**src/rtl/sigma_delta_dac_if.sv**
```systemverilog
// Sample handshake between a PCM source (master) and the sigma-delta DAC (slave).
interface sigma_delta_dac_if #(
    parameter int unsigned DAC_BITLEN = 16
);
    logic [DAC_BITLEN-1:0] in_data;
    logic                  in_valid;
    logic                  in_ready;

    modport master (
        output in_data,
        output in_valid,
        input  in_ready
    );

    modport slave (
        input  in_data,
        input  in_valid,
        output in_ready
    );
endinterface

```
**src/rtl/sigma_delta_dac.sv**
```systemverilog
// Sigma-delta DAC: one-entry sample buffer, frame-rate interpolator and a
// first- or second-order 1-bit modulator driving an external RC filter.
module sigma_delta_dac #(
    parameter int unsigned OVERSAMPLE_RATE = 256,
    parameter int unsigned DAC_BITLEN      = 16,
    parameter bit          SIGNED_INPUT    = 1'b1,
    parameter int unsigned MOD_ORDER       = 1,
    parameter bit          INTERP          = 1'b1
) (
    input  logic             clk,
    input  logic             rst,
    sigma_delta_dac_if.slave bus,
    output logic             dac_pin,
    output logic             frame_strobe,
    output logic             underrun
);
    localparam int unsigned LOG2 = $clog2(OVERSAMPLE_RATE);
    localparam int unsigned N    = DAC_BITLEN;

    if (MOD_ORDER != 1 && MOD_ORDER != 2) begin : g_bad_order
        $error("sigma_delta_dac: MOD_ORDER must be 1 or 2");
    end
    if (OVERSAMPLE_RATE < 4 || (1 << LOG2) != OVERSAMPLE_RATE) begin : g_bad_osr
        $error("sigma_delta_dac: OVERSAMPLE_RATE must be a power of 2 and >= 4");
    end

    logic [LOG2-1:0]     frame_cnt_q;
    logic                boundary;
    logic                buf_full_q;
    logic                accept;
    logic signed [N-1:0] buf_q;
    logic signed [N-1:0] target_q;
    logic signed [N-1:0] in_signed;
    logic signed [N-1:0] x;

    // Offset-binary input becomes two's complement by flipping the MSB.
    assign in_signed    = bus.in_data ^ {~SIGNED_INPUT, {(N-1){1'b0}}};
    assign bus.in_ready = ~buf_full_q;
    assign accept       = bus.in_valid & ~buf_full_q;
    // Frame length is a power of two, so the last count is all ones.
    assign boundary     = &frame_cnt_q;

    // Frame counter, input buffer, target sample and frame status pulses.
    always_ff @(posedge clk or negedge rst) begin
        if (!rst) begin
            frame_cnt_q  <= '0;
            buf_q        <= '0;
            buf_full_q   <= 1'b0;
            target_q     <= '0;
            frame_strobe <= 1'b0;
            underrun     <= 1'b0;
        end else begin
            frame_cnt_q  <= frame_cnt_q + 1'b1;
            frame_strobe <= boundary;
            underrun     <= boundary & ~buf_full_q;
            if (boundary && buf_full_q) begin
                target_q   <= buf_q;
                buf_full_q <= 1'b0;
            end else if (accept) begin
                buf_q      <= in_signed;
                buf_full_q <= 1'b1;
            end
        end
    end

    if (INTERP) begin : g_linear
        logic signed [N-1:0] base_q;
        logic [N:0]          delta_q;
        logic [N+LOG2:0]     acc_q;
        logic [N-1:0]        next_target;
        logic [N+1:0]        ramp;

        assign next_target = buf_full_q ? buf_q : target_q;
        // acc_q[N+LOG2:LOG2] is acc >>> LOG2; one more sign bit makes room for the add.
        assign ramp = {{2{base_q[N-1]}}, base_q} + {acc_q[N+LOG2], acc_q[N+LOG2:LOG2]};

        // Ramp state: base restarts at each boundary, slope accumulates every clock.
        always_ff @(posedge clk or negedge rst) begin
            if (!rst) begin
                base_q  <= '0;
                delta_q <= '0;
                acc_q   <= '0;
            end else if (boundary) begin
                base_q  <= target_q;
                delta_q <= {next_target[N-1], next_target} - {target_q[N-1], target_q};
                acc_q   <= '0;
            end else begin
                acc_q   <= acc_q + {{LOG2{delta_q[N]}}, delta_q};
            end
        end

        // Clamp the interpolated value into the N-bit signed range.
        always_comb begin
            x = ramp[N-1:0];
            if (ramp[N+1:N-1] != '0 && ramp[N+1:N-1] != '1) begin
                x = {ramp[N+1], {(N-1){~ramp[N+1]}}};
            end
        end
    end else begin : g_hold
        assign x = target_q;
    end

    if (MOD_ORDER == 2) begin : g_mod2
        logic [N:0]   fb;
        logic [N+2:0] i1_sum;
        logic [N+1:0] i1_d;
        logic [N+1:0] i1_q;
        logic [N+4:0] i2_sum;
        logic [N+3:0] i2_d;
        logic [N+3:0] i2_q;

        // Two cascaded integrators with saturation instead of wrap-around.
        always_comb begin
            fb     = dac_pin ? {2'b01, {(N-1){1'b0}}} : {2'b11, {(N-1){1'b0}}};
            i1_sum = {i1_q[N+1], i1_q} + {{3{x[N-1]}}, x} - {{2{fb[N]}}, fb};
            i1_d   = i1_sum[N+1:0];
            if (i1_sum[N+2] != i1_sum[N+1]) begin
                i1_d = {i1_sum[N+2], {(N+1){~i1_sum[N+2]}}};
            end
            i2_sum = {i2_q[N+3], i2_q} + {{3{i1_d[N+1]}}, i1_d} - {{4{fb[N]}}, fb};
            i2_d   = i2_sum[N+3:0];
            if (i2_sum[N+4] != i2_sum[N+3]) begin
                i2_d = {i2_sum[N+4], {(N+3){~i2_sum[N+4]}}};
            end
        end

        // Integrator state and quantizer output.
        always_ff @(posedge clk or negedge rst) begin
            if (!rst) begin
                i1_q    <= '0;
                i2_q    <= '0;
                dac_pin <= 1'b0;
            end else begin
                i1_q    <= i1_d;
                i2_q    <= i2_d;
                dac_pin <= ~i2_d[N+3];
            end
        end
    end else begin : g_mod1
        logic [N-1:0] acc1_q;
        logic [N:0]   acc1_d;

        assign acc1_d = {1'b0, acc1_q} + {1'b0, x ^ {1'b1, {(N-1){1'b0}}}};

        // Phase accumulator; its carry is the output bitstream.
        always_ff @(posedge clk or negedge rst) begin
            if (!rst) begin
                acc1_q  <= '0;
                dac_pin <= 1'b0;
            end else begin
                acc1_q  <= acc1_d[N-1:0];
                dac_pin <= acc1_d[N];
            end
        end
    end
endmodule

```
**src/flat_wrapper.sv**
```systemverilog
// flat-port wrapper written by rule: the top's interface ports become plain ports
module sigma_delta_dac_flat 
#(
    parameter int unsigned OVERSAMPLE_RATE = 256,
    parameter int unsigned DAC_BITLEN      = 16,
    parameter bit          SIGNED_INPUT    = 1'b1,
    parameter int unsigned MOD_ORDER       = 1,
    parameter bit          INTERP          = 1'b1
)
  (clk, rst, dac_pin, frame_strobe, underrun, bus_in_data, bus_in_valid, bus_in_ready);
  sigma_delta_dac_if #(.DAC_BITLEN(DAC_BITLEN)) bus_i ();
  input  logic clk;
  input  logic rst;
  output logic dac_pin;
  output logic frame_strobe;
  output logic underrun;
  input wire logic [$bits(bus_i.in_data)-1:0] bus_in_data;
  input wire logic [$bits(bus_i.in_valid)-1:0] bus_in_valid;
  output wire logic [$bits(bus_i.in_ready)-1:0] bus_in_ready;
  assign bus_i.in_data = bus_in_data;
  assign bus_i.in_valid = bus_in_valid;
  assign bus_in_ready = bus_i.in_ready;
  sigma_delta_dac #(.OVERSAMPLE_RATE(OVERSAMPLE_RATE), .DAC_BITLEN(DAC_BITLEN), .SIGNED_INPUT(SIGNED_INPUT), .MOD_ORDER(MOD_ORDER), .INTERP(INTERP)) u_core (.clk(clk), .rst(rst), .bus(bus_i), .dac_pin(dac_pin), .frame_strobe(frame_strobe), .underrun(underrun));
endmodule
```
**config.mk**
```make
export PLATFORM = sky130hd
export DESIGN_NAME = sigma_delta_dac_flat
export DESIGN_NICKNAME = d
export VERILOG_FILES = /design/src/rtl/sigma_delta_dac_if.sv /design/src/rtl/sigma_delta_dac.sv /design/src/flat_wrapper.sv
export SDC_FILE = /design/constraint.sdc
export NUM_CORES = 1
export LEC_CHECK = 0
export ABC_CLOCK_PERIOD_IN_PS = 4300
export CELL_PAD_IN_SITES_DETAIL_PLACEMENT = 1
export CELL_PAD_IN_SITES_GLOBAL_PLACEMENT = 1
export CORE_MARGIN = 5
export CORE_UTILIZATION = 32
export CTS_CLUSTER_DIAMETER = 50
export DETAILED_ROUTE_END_ITERATION = 10
export GPL_TIMING_DRIVEN = 0
export HOLD_SLACK_MARGIN = 0.1
export PLACE_DENSITY = 0.68
export SLEW_MARGIN = 25
export SYNTH_ARGS = -nofsm -noshare
export SYNTH_HDL_FRONTEND = slang
export SYNTH_SLANG_ARGS = --single-unit
```
**constraint.sdc**
```tcl
create_clock -name clk -period 4.3 [get_ports clk]
set_input_delay 0.43 -clock clk [delete_from_list [all_inputs] [get_ports clk]]
set_output_delay 0.43 -clock clk [all_outputs]
set_load 0.005 [all_outputs]
```
==> results.md, run 1 <==
- The flow ran to the end, but the final reports show violations.
- The checks that failed: negative setup slack.
- Setup slack on the critical path of the routed design comes to -360 ps.
- STA classifies the critical path startpoint as a register.
- The most used flip-flop cell after synthesis is sky130_fd_sc_hd__dfrtp_1.
- The total area inside the core boundary comes to 23600 µm².
- Measured on the finished design, the core utilization comes to 0.406.
- After synthesis, the largest family of logic cells by area is compound AO/OA/AOI/OAI gates.
- The TritonCTS sink count is about 120.
- The count of H-tree levels built during CTS is 4.
- TritonCTS built the clock tree.
- The number of top-level pins is 23.
- After synthesis, the share of cell area in mux cells is 0.0274.
- The final non-filler cell total is roughly 1300.
- The initial core utilization is 0.327.
- The count of final hold-check violations is 0.
- In the routed layout, each cell is associated on average with a via count of 5.00.
- After detailed routing, the number of remaining DRC violations is 0.
- Of the total synthesized cell area, the portion taken by full adders, half adders and majority gates is 0.130.
- The number of enable-type register cells in the synthesized netlist is 0.
- The unique cell type count in the Yosys netlist is between 60 and 70.
- Relative to the synthesized area, the layout overhead comes to 24.4%.
- The final-report setup violation count is 6.
- The post-layout total power is ~2.8 mW.
- The final global-route overflow total is 0.
- The async set-or-reset flop fraction in the synthesized netlist is 1.00.
- The final layout contains between 1000 and 1500 nets.
- Of the total power, the clock network draws 0.510.
- The post-synthesis simple-gate area fraction is 0.145.
- The tree is rooted in a sky130_fd_sc_hd__clkbuf_16.
- The floorplan step set the die height to approximately 170 µm.
- The time the final worst path needs with I/O delays and setup is roughly 4700 ps.
- The ratio of cells with drive above 1 in the final layout is 0.175.
- Counting flops and latches in the post-synthesis netlist gives 118.
- At the pin with the least slew margin, the transition time is roughly 670 ps.
- In the synthesized netlist, the number of instances is 847.
- The overall track demand over capacity in global routing is 0.153.
- The number of clock buffers inserted by TritonCTS is 17.
- The weighted congestion at the end of routability-driven global placement is ~0.8.
- 0 antenna diodes ended up in the layout.
- The maximum buffer depth of the clock tree is 2.
- The via count of the first global-routing pass is 6721.
- The share of total power dissipated in combinational logic is 0.082.
- Of the total power, registers draw 0.409.
- The leading cell type in the layout, fill and taps excluded is sky130_fd_sc_hd__dfrtp_1.
- The fill cell instance count of the final layout is around 2700.
- The maximum vdd drop is around 0.21 mV.
- The highest-delay cell along the critical path is sky130_fd_sc_hd__dfrtp_2.
- Across the routed clock network, the largest skew measured is approximately 16 ps.
- The accumulated negative setup slack is -1320 ps.
- The first-pass GRT wire length is ~33000 µm.
- The register area share after synthesis is 0.383.
- The buffers plus inverters on the worst setup path is 3.
- Dividing the final minimum period by the clock period gives 1.08.
- The critical path goes through ha_4 -> inv_2 -> fa_2 -> nor2b_4 -> o31a_1 -> o211ai_2 -> o211ai_1 -> a21oi_2 -> xnor2_4 -> a21oi_4 -> buf_6 -> o21ai_2 -> ha_2 -> inv_2 -> fa_2 -> nor2b_2 -> o21ai_2 -> a21boi_2 -> o21ai_2 -> a21oi_2 -> nor2_4 -> or3_1 -> a311oi_1.
- The first-pass iteration count of the detailed router is 7.
- During synthesis, Yosys emitted a total of 0 warnings.
- The number of nets in the synthesized netlist is approximately 940.
- The summed instance area of the synthesized netlist is about 7700 µm².
- The kind of capture point of the worst setup path is a register.
- Input and output buffers added on the ports amount to 22.
- Hold is met by approximately 460 ps.
- Headroom to the max-slew limit came out at 0.548.
- The estimated wirelength of the detail-placed design is approximately 14000 µm.
- Of the total power, the share spent switching nets is 0.254.
- At the worst endpoint, the required time is between 4000 and 5000 ps.
- Once detail routing completed, the nets flagged for antenna violations numbered 0.
- The number of max-cap violations is 0.
- The internal power of the cells totals roughly 2.1 mW.
- In this run the worst path has a maximum fanout of 4.
- The via count of the routed design is approximately 6300.
- The maximum operating frequency is 0.215 GHz.
- The insertion delay to the later sink of the worst-skew pair is between 400 and 500 ps.
- The detailed-route wire length is 20400 µm.
- For this design the static power due to leakage is approximately 4.5 nW.
- The area of the die is about 27000 µm².
- For this run, the slowest stage of the critical path takes approximately 410 ps.
- The count of final max-slew check failures is 0.
- Grouping stages by cell kind, the critical path spends the most delay in compound AO/OA/AOI/OAI gates.
- A synthesized cell averages between 9 and 10 µm².
- The initial antenna violation count was 0.
- The synthesized-area fraction occupied by ao, oa, aoi and oai cells was 0.196.
- The number of placed instances with taps included is between 1000 and 1500.
- At the worst endpoint, the arrival time is 4980 ps.
- The combined flip-flop and latch cell area is a little under 3000 µm².
- The worst min-delay path class is primary input to async pin.
- Setup repair after global routing could not meet its margin everywhere.
- Entering global routing, the biggest net connects 84 pins.
- The clock slew seen by the registers of the worst setup and hold paths is 60 ps.
- Summed over all nets, the switching power comes to slightly above 0.7 mW.
- The top cell types in the final layout, fill and taps aside, are sky130_fd_sc_hd__dfrtp_1, sky130_fd_sc_hd__nand2_1, sky130_fd_sc_hd__o21ai_0.
- The total area of multi-input combinational cells is 4710 µm².
- Of the total synthesized cell area, the portion taken by XOR and XNOR cells is 0.0737.
- For this block, the initial DRC count from the detailed router was slightly above 200.
- By instance count, the cell type seen most on the critical path is sky130_fd_sc_hd__o21ai_2.
- The critical path start-end classification is register to register.
- For this design the ratio of total power to cell area is slightly below 300 nW/µm².
- Dividing the detail-routed wire length by the instance count gives about 16 µm.
- Measured along the x axis, the die boundary spans around 170 µm.
- After floorplanning, the core was divided into 56 placement rows.
[power by group through the flow]
stage | sequential (mW) | combinational [mW] | clock [mW]
6_report | 1.14 | 0.229 | 1.42
3_5_place_dp | 1.16 | 0.229 | 0
3_3_place_gp | 1.16 | 0.219 | 0
4_1_cts | 1.14 | 0.232 | 1.46
2_1_floorplan | 1.16 | 0.146 | 0
5_1_grt | 1.14 | 0.258 | 1.51
[layout make-up]
cell class              count  area share
plain buffers              27      0.0141
clock buffers              17      0.0443
clock inverters            14      0.0159
inverters                  50      0.0196
multi-input cells         649       0.491
flip-flops and latches    118       0.308
well taps                 319      0.0416
repair buffers             72      0.0653
[worst reg2reg max path, stage by stage, from the launching register on]
cell	delay [ps]
sky130_fd_sc_hd__dfrtp_2	410
sky130_fd_sc_hd__ha_4	160
sky130_fd_sc_hd__inv_2	40
sky130_fd_sc_hd__fa_2	410
sky130_fd_sc_hd__nor2b_4	140
sky130_fd_sc_hd__o31a_1	230
sky130_fd_sc_hd__o211ai_2	100
sky130_fd_sc_hd__o211ai_1	220
sky130_fd_sc_hd__a21oi_2	130
sky130_fd_sc_hd__xnor2_4	280
sky130_fd_sc_hd__a21oi_4	100
sky130_fd_sc_hd__buf_6	140
sky130_fd_sc_hd__o21ai_2	120
sky130_fd_sc_hd__ha_2	210
sky130_fd_sc_hd__inv_2	50
sky130_fd_sc_hd__fa_2	400
sky130_fd_sc_hd__nor2b_2	150
sky130_fd_sc_hd__o21ai_2	90
sky130_fd_sc_hd__a21boi_2	240
sky130_fd_sc_hd__o21ai_2	120
sky130_fd_sc_hd__a21oi_2	210
sky130_fd_sc_hd__nor2_4	70
sky130_fd_sc_hd__or3_1	350
sky130_fd_sc_hd__a311oi_1	220
[path summary, 6_finish.rpt]
path | start | to | slack [ps] | cells past startpoint
worst min-delay path | rst | u_core.frame_cnt_q[0] | 460 | 2
worst min register to register | u_core.frame_cnt_q[7] | u_core.frame_cnt_q[7] | 470 | 1
worst max-delay path | u_core.g_linear.base_q[0] | u_core.dac_pin | -360 | 23
worst max register to register | u_core.g_linear.base_q[0] | u_core.dac_pin | -360 | 23
max in group asynchronous | rst | u_core.g_linear.base_q[7] | 3090 | 3
min in group clk | u_core.frame_cnt_q[7] | u_core.frame_cnt_q[7] | 470 | 1
[stage by stage]
step | instance area, µm² | setup WS [ps]
detailed placement | 8370 | -743
global route | 9590 | -540
CTS | 9400 | -198
global placement | 8340 | -2150
floorplan | 7720 | 9.32
finish | 9590 | -360
[synth_stat cells, types with 2 or more instances]
cell type | n | share of area
sky130_fd_sc_hd__a31oi_1 | 5 | 0.0041
sky130_fd_sc_hd__nand3b_1 | 2 | 0.0019
sky130_fd_sc_hd__mux2i_1 | 2 | 0.0026
sky130_fd_sc_hd__nand2_1 | 100 | 0.049
sky130_fd_sc_hd__xnor2_1 | 37 | 0.042
sky130_fd_sc_hd__a311oi_1 | 2 | 0.0023
sky130_fd_sc_hd__a211o_1 | 2 | 0.0023
sky130_fd_sc_hd__nor3_1 | 12 | 0.0078
sky130_fd_sc_hd__o21ai_0 | 97 | 0.063
sky130_fd_sc_hd__or3_1 | 3 | 0.0024
sky130_fd_sc_hd__xor2_1 | 26 | 0.030
sky130_fd_sc_hd__o21bai_1 | 5 | 0.0049
sky130_fd_sc_hd__nand3_1 | 16 | 0.010
sky130_fd_sc_hd__nor3b_1 | 4 | 0.0039
sky130_fd_sc_hd__nor2_1 | 58 | 0.028
sky130_fd_sc_hd__nand2b_1 | 11 | 0.0089
sky130_fd_sc_hd__nand4_1 | 8 | 0.0065
sky130_fd_sc_hd__dfrtp_1 | 118 | 0.38
sky130_fd_sc_hd__clkbuf_1 | 21 | 0.010
sky130_fd_sc_hd__mux2_2 | 17 | 0.025
sky130_fd_sc_hd__inv_1 | 50 | 0.024
sky130_fd_sc_hd__a21o_1 | 25 | 0.024
sky130_fd_sc_hd__nand4b_1 | 2 | 0.0023
sky130_fd_sc_hd__o21ai_2 | 4 | 0.0045
sky130_fd_sc_hd__and3_1 | 4 | 0.0032
sky130_fd_sc_hd__o211ai_1 | 4 | 0.0039
sky130_fd_sc_hd__nor4_1 | 4 | 0.0032
sky130_fd_sc_hd__buf_6 | 5 | 0.0073
sky130_fd_sc_hd__a31o_2 | 2 | 0.0023
sky130_fd_sc_hd__a21boi_0 | 3 | 0.0029
sky130_fd_sc_hd__nor2b_1 | 13 | 0.011
sky130_fd_sc_hd__o21ai_1 | 3 | 0.0019
sky130_fd_sc_hd__o21a_1 | 6 | 0.0058
sky130_fd_sc_hd__nand3_2 | 2 | 0.0026
sky130_fd_sc_hd__a21oi_2 | 6 | 0.0068
sky130_fd_sc_hd__ha_1 | 74 | 0.12
sky130_fd_sc_hd__a21oi_1 | 53 | 0.034
sky130_fd_sc_hd__a211oi_1 | 6 | 0.0058
sky130_fd_sc_hd__fa_1 | 4 | 0.010
sky130_fd_sc_hd__o31ai_1 | 7 | 0.0068
sky130_fd_sc_hd__o311ai_0 | 2 | 0.0023
sky130_fd_sc_hd__buf_1 | 3 | 0.0015
[sequential cells by signal (all words and copies together) (netlist names)]
| signal | count |
|---|---|
| u_core.g_linear.acc_q | 25 |
| u_core.g_linear.delta_q | 17 |
| u_core.buf_q | 16 |
| u_core.g_linear.base_q | 16 |
| u_core.g_mod1.acc1_q | 16 |
| u_core.target_q | 16 |
| u_core.frame_cnt_q | 8 |
| u_core.buf_full_q | 1 |
| u_core.dac_pin | 1 |
| u_core.frame_strobe | 1 |
| u_core.underrun | 1 |
[layer usage]
metal / part of all wire / vias up / global-route usage
met5: 0 / - / 0
met4: 0.012 / 0 / 0.0333
met3: 0.023 / 22 / 0.0290
met2: 0.51 / 75 / 0.273
met1: 0.45 / 3083 / 0.192
li1: - / 3151 / -
[kinds of logic (layout without fill, tap and decap cells)]
logic type                 Yosys count  after routing
AOI/OAI and AO/OA                  245            245
and+or+nand+nor                    243            243
DFF                                118            118
buffers and inverters               80            180
adders and majority gates           78             78
xor gates and xnor gates            64             64
muxes                               19             19
[repair_timing]
| item | CTS | global route |
|---|---|---|
| setup endpoints to repair | 9 | 8 |
| resized for setup | 33 | 29 |
| pin swaps | 13 | 38 |
| hold endpoints to repair | 35 | 0 |
| setup buffers | 35 | 17 |
| hold buffers | 1 | 0 |
(Power assumes the default switching activity.)
==> inputs of run 2 (changes only) <==
Settings changed: ABC_AREA from default to 1, PLACE_DENSITY 0.68 to 0.7, SETUP_SLACK_MARGIN from default to 0.02.
==> results.md, run 2 <==
- The critical path ends at u_core.g_mod1.acc1_q[8].
- The largest registers in the layout are u_core.g_linear.acc_q (25), u_core.g_linear.delta_q (17).
- The count of H-tree levels built during CTS came to 4 (unchanged).
- The detailed route wirelength on metal2 is 11000 µm (+5.3%).
- The TritonCTS clock tree is built.
- The async set-or-reset flop fraction in the synthesized netlist is 1.00 (unchanged).
- The pre-CTS setup slack came to 159 ps (+902 ps).
- The number of warnings issued by yosys was 0 (unchanged).
- The combined flip-flop and latch cell area is 2950 µm² (about the same).
- The number of flip-flops in the largest register came to 25 (unchanged).
- Compared with the post-synthesis result, the final layout area differs by 16.1%.
- The accumulated negative setup slack is 0 ps (+1320 ps).
- The remaining max-slew budget at the tightest pin is 0.526 (-0.0222).
- The startpoint type of the worst setup path is a register.
- The number of placed instances with taps included is 1409 (+19%).
- The library cells used most frequently in the layout, excluding fill and tap cells, are sky130_fd_sc_hd__nand2_1, sky130_fd_sc_hd__dfrtp_1, sky130_fd_sc_hd__inv_1.
- The unique cell type count in the Yosys netlist is 41 (-33%).
- The routed length per instance is 15.6 µm (-3.1%).
- The total length of routed met3 wires is 579 µm (+24%).
- In this run the top signal layer used is met4.
- The post-synthesis area per instance is 7.69 µm² (-16%).
- The number of antenna-violating nets in the routed design is 0 (unchanged).
- The number of max-cap violations is 0 (unchanged).
- The DRC violations left is 0 (unchanged).
- The maximum buffer depth of the clock tree was 2 (unchanged).
- Tracing the worst setup path back leads to its startpoint at u_core.g_linear.acc_q[8].
- The ratio of cells with drive above 1 in the final layout is 0.0845 (-0.0908).
- The number of antenna cells inserted was 0 (unchanged).
- The logic gate share of total power is 0.091 (+0.009).
- The final design area excluding fillers was 9430 µm² (-1.7%).
- The clock slew seen by the registers of the worst setup and hold paths is 60 ps (about the same).
- The fill cell instance count of the final layout is 3129 (+14%).
- The pin count of the biggest net entering global routing is 64 (-24%).
- The first-pass GRT wire length came to 37200 µm (+11%).
- The summed instance area of the synthesized netlist was 8120 µm² (+5.3%).
- The net switching component of the power is 0.804 mW (+13%).
- The library cell used most frequently in the layout, excluding fill and tap cells, is sky130_fd_sc_hd__nand2_1.
- The largest driver fanout on the critical path was 10 (+6).
- The number of top-level pins is 23 (unchanged).
- The ratio of routed vias to standard cells came to 4.89 (-2.2%).
- The maximum operating frequency is 0.261 GHz (+22%).
- The switching power share of the total came to 0.276 (+0.0214).
- The initial core utilization is 0.323 (-0.00317).
- The time the final worst path needs with I/O delays and setup is 3830 ps (-826 ps).
- The clock root buffer is sky130_fd_sc_hd__clkbuf_16.
- The final-report setup violation count was 0 (-6).
- The number of nets in the synthesized netlist was 1153 (+22%).
- The utilization after layout came to 0.376 (-0.0308).
- The vertical extent of the die is 169 µm (+2.5%).
- The estimated wirelength of the detail-placed design came to 17800 µm (+23%).
- The worst setup path is captured at a register.
- The post-placement cell area is 8790 µm² (+5.0%).
- The data arrival time of the critical path came to 4180 ps (-800 ps).
- The register area share after synthesis came to 0.364 (-0.0193).
- The depth of the most critical reg-to-reg path was 23 (unchanged).
- The detailed router's first-iteration violation count is 241 (+18%).
- The count of final max-slew check failures is 0 (unchanged).
- The fraction of power consumed by the clock network came to 0.518 (+0.008).
- The via count of the routed design is 7055 (+11%).
- The count of final hold-check violations is 0 (unchanged).
- The fraction of synthesized cell area taken by the top area cell type is 0.364 (-0.0193).
- The first-pass iteration count of the detailed router came to 4 (-3).
- The final critical-path setup slack is 466 ps (+826 ps).
- The final clock skew was 13.8 ps (-2.21 ps).
- The detailed-route wire length is 22500 µm (+10%).
- The maximum vdd drop is 0.191 mV (-9.8%).
- Counting instances in the post-synthesis netlist gives the leading cell types as sky130_fd_sc_hd__nand2_1, sky130_fd_sc_hd__dfrtp_1, sky130_fd_sc_hd__inv_1, sky130_fd_sc_hd__a21oi_1, sky130_fd_sc_hd__nor2_1.
- The path class of the tightest hold or removal check is register to register.
- The initial antenna violation count came to 0 (unchanged).
- The TritonCTS sink count is 118 (unchanged).
- The overall track demand over capacity in global routing is 0.161 (+0.00758).
- The die outline width was 169 µm (+2.5%).
- The final global-route overflow total is 0 (unchanged).
- The power density over cell area was 309 nW/µm² (+6.2%).
- The number of enable-type register cells in the synthesized netlist is 0 (unchanged).
- The leakage power figure is 4.90 nW (+8.2%).
- The net count of the finished layout is 1197 (+16%).
- The sequential share of power is 0.391 (-0.018).
- The insertion delay to the later sink of the worst-skew pair is 430 ps (about the same).
- The worst-case register-to-register setup slack is 470 ps (+830 ps).
- Among all flip-flop cells after synthesis, the most frequent one is sky130_fd_sc_hd__dfrtp_1.
- The share of the clock period used by the worst path after layout is 0.892 (-0.192).
- More flip-flops sit in one register than any other, and that register is u_core.g_linear.acc_q.
- The routed length on met1 is 10500 µm (+13%).
- The endpoint required time on the critical path is 4640 ps (+20 ps).
- The number of clock buffers inserted by TritonCTS is 17 (unchanged).
- The number of buffers inserted by port buffering is 22 (unchanged).
- After synthesis, the cell types taking the most area are sky130_fd_sc_hd__dfrtp_1, sky130_fd_sc_hd__nand2_1, sky130_fd_sc_hd__ha_1.
- sky130_fd_sc_hd__nand2_1 is the most common cell in the netlist.
- The weighted congestion at the end of routability-driven global placement is 0.857 (+7.3%).
- The number of instances in the synthesized netlist is 1056 (+25%).
- The startpoint of the worst-slack reg-to-reg timing path is u_core.g_linear.acc_q[8].
- The number of flip-flops and latches in the synthesized netlist is 118 (unchanged).
- Setup repair after global routing left no endpoint under its margin.
- The standard cell core area came to 25100 µm² (+6.3%).
- The final non-filler cell total came to 1443 (+14%).
- The total area of multi-input combinational cells is 4640 µm² (-1.4%).
- The via count of the first global-routing pass is 7534 (+12%).
- The critical path in this run is classified as register to register.
- sky130_fd_sc_hd__dfrtp_1 takes more of the synthesized area than any other cell.
- The total internal power came to 2.11 mW (+1.4%).
- The flow ran to the end, and the final reports show no timing, DRC or antenna violations.
- The number of placement rows came to 58 (+3.6%).
- The area of the die is 28700 µm² (+5.0%).
- The measured slew at the worst slew-check pin is 711 ps (+41.8 ps).
- In this run the critical register-to-register path is captured at u_core.g_mod1.acc1_q[8].
[run 2: worst min path at each step]
stage	from	endpoint	cells after the start
floorplan	rst	u_core.buf_full_q	0
global placement	u_core.frame_cnt_q[0]	u_core.frame_cnt_q[0]	1
detailed placement	rst	u_core.g_linear.acc_q[22]	1
CTS	u_core.frame_cnt_q[0]	u_core.frame_cnt_q[0]	1
global route	u_core.frame_cnt_q[0]	u_core.frame_cnt_q[0]	1
finish	u_core.frame_cnt_q[0]	u_core.frame_cnt_q[0]	1
[run 2: cell families after synthesis]
logic type	synth area share
and+or+nand+nor	0.221
muxes	0.0194
xor gates and xnor gates	0.0475
buffers and inverters	0.0661
adders and majority gates	0.124
DFF	0.364
AOI/OAI and AO/OA	0.159
[run 2: what timing repair did]
action | 4_1_cts | 5_1_grt
hold buffers | 1 | 0
hold endpoints to repair | 55 | 0
gates resized for setup | 0 | 5
setup endpoints to repair | 0 | 4
buffers inserted | 0 | 1
[run 2: power by group through the flow]
| stage | Combinational (mW) | Clock, mW | Sequential, mW |
|---|---|---|---|
| finish | 0.266 | 1.51 | 1.14 |
| global route | 0.303 | 1.59 | 1.14 |
| CTS | 0.270 | 1.55 | 1.14 |
| detailed placement | 0.267 | 0 | 1.16 |
| global placement | 0.258 | 0 | 1.16 |
| floorplan | 0.170 | 0 | 1.16 |
[run 2: stage by stage]
stage	power [mW]	hold slack, ps
after floorplan	1.33	134
after global placement	1.42	444
after detailed placement	1.43	402
after CTS	2.96	469
after global routing	3.04	485
final	2.92	459
[run 2: worst max-delay path, stage by stage (launching register included)]
cell                      delay, ps
sky130_fd_sc_hd__dfrtp_1        420
sky130_fd_sc_hd__ha_2           240
sky130_fd_sc_hd__inv_1           60
sky130_fd_sc_hd__fa_1           380
sky130_fd_sc_hd__inv_1           60
sky130_fd_sc_hd__nand2_1         80
sky130_fd_sc_hd__nand2_1        100
sky130_fd_sc_hd__nand3_1         70
sky130_fd_sc_hd__nand2_1        130
sky130_fd_sc_hd__nand2_1         90
sky130_fd_sc_hd__nand3_1         90
sky130_fd_sc_hd__nand2_2         90
sky130_fd_sc_hd__nand2_2         90
sky130_fd_sc_hd__nand2_4         80
sky130_fd_sc_hd__buf_6          160
sky130_fd_sc_hd__a21oi_2        120
sky130_fd_sc_hd__ha_1           170
sky130_fd_sc_hd__inv_1           60
sky130_fd_sc_hd__fa_2           370
sky130_fd_sc_hd__o21ai_2        180
sky130_fd_sc_hd__a21oi_1        150
sky130_fd_sc_hd__o21ai_2        240
sky130_fd_sc_hd__buf_4          150
sky130_fd_sc_hd__xor2_1         160
[run 2: layout make-up]
cell class,count,area share
Buffer,19,0.0111
Multi-Input combinational cell,804,0.493
Tap cell,330,0.0438
Timing Repair Buffer,25,0.0287
Sequential cell,118,0.313
Inverter,115,0.0458
Clock buffer,17,0.0451
Clock inverter,15,0.0196
[run 2: metal layers]
metal | track usage | vias to the layer above
met5 | 0 | -
met4 | 0.0490 | 0
met3 | 0.0266 | 28
met2 | 0.282 | 74
met1 | 0.203 | 3368
li1 | - | 3585
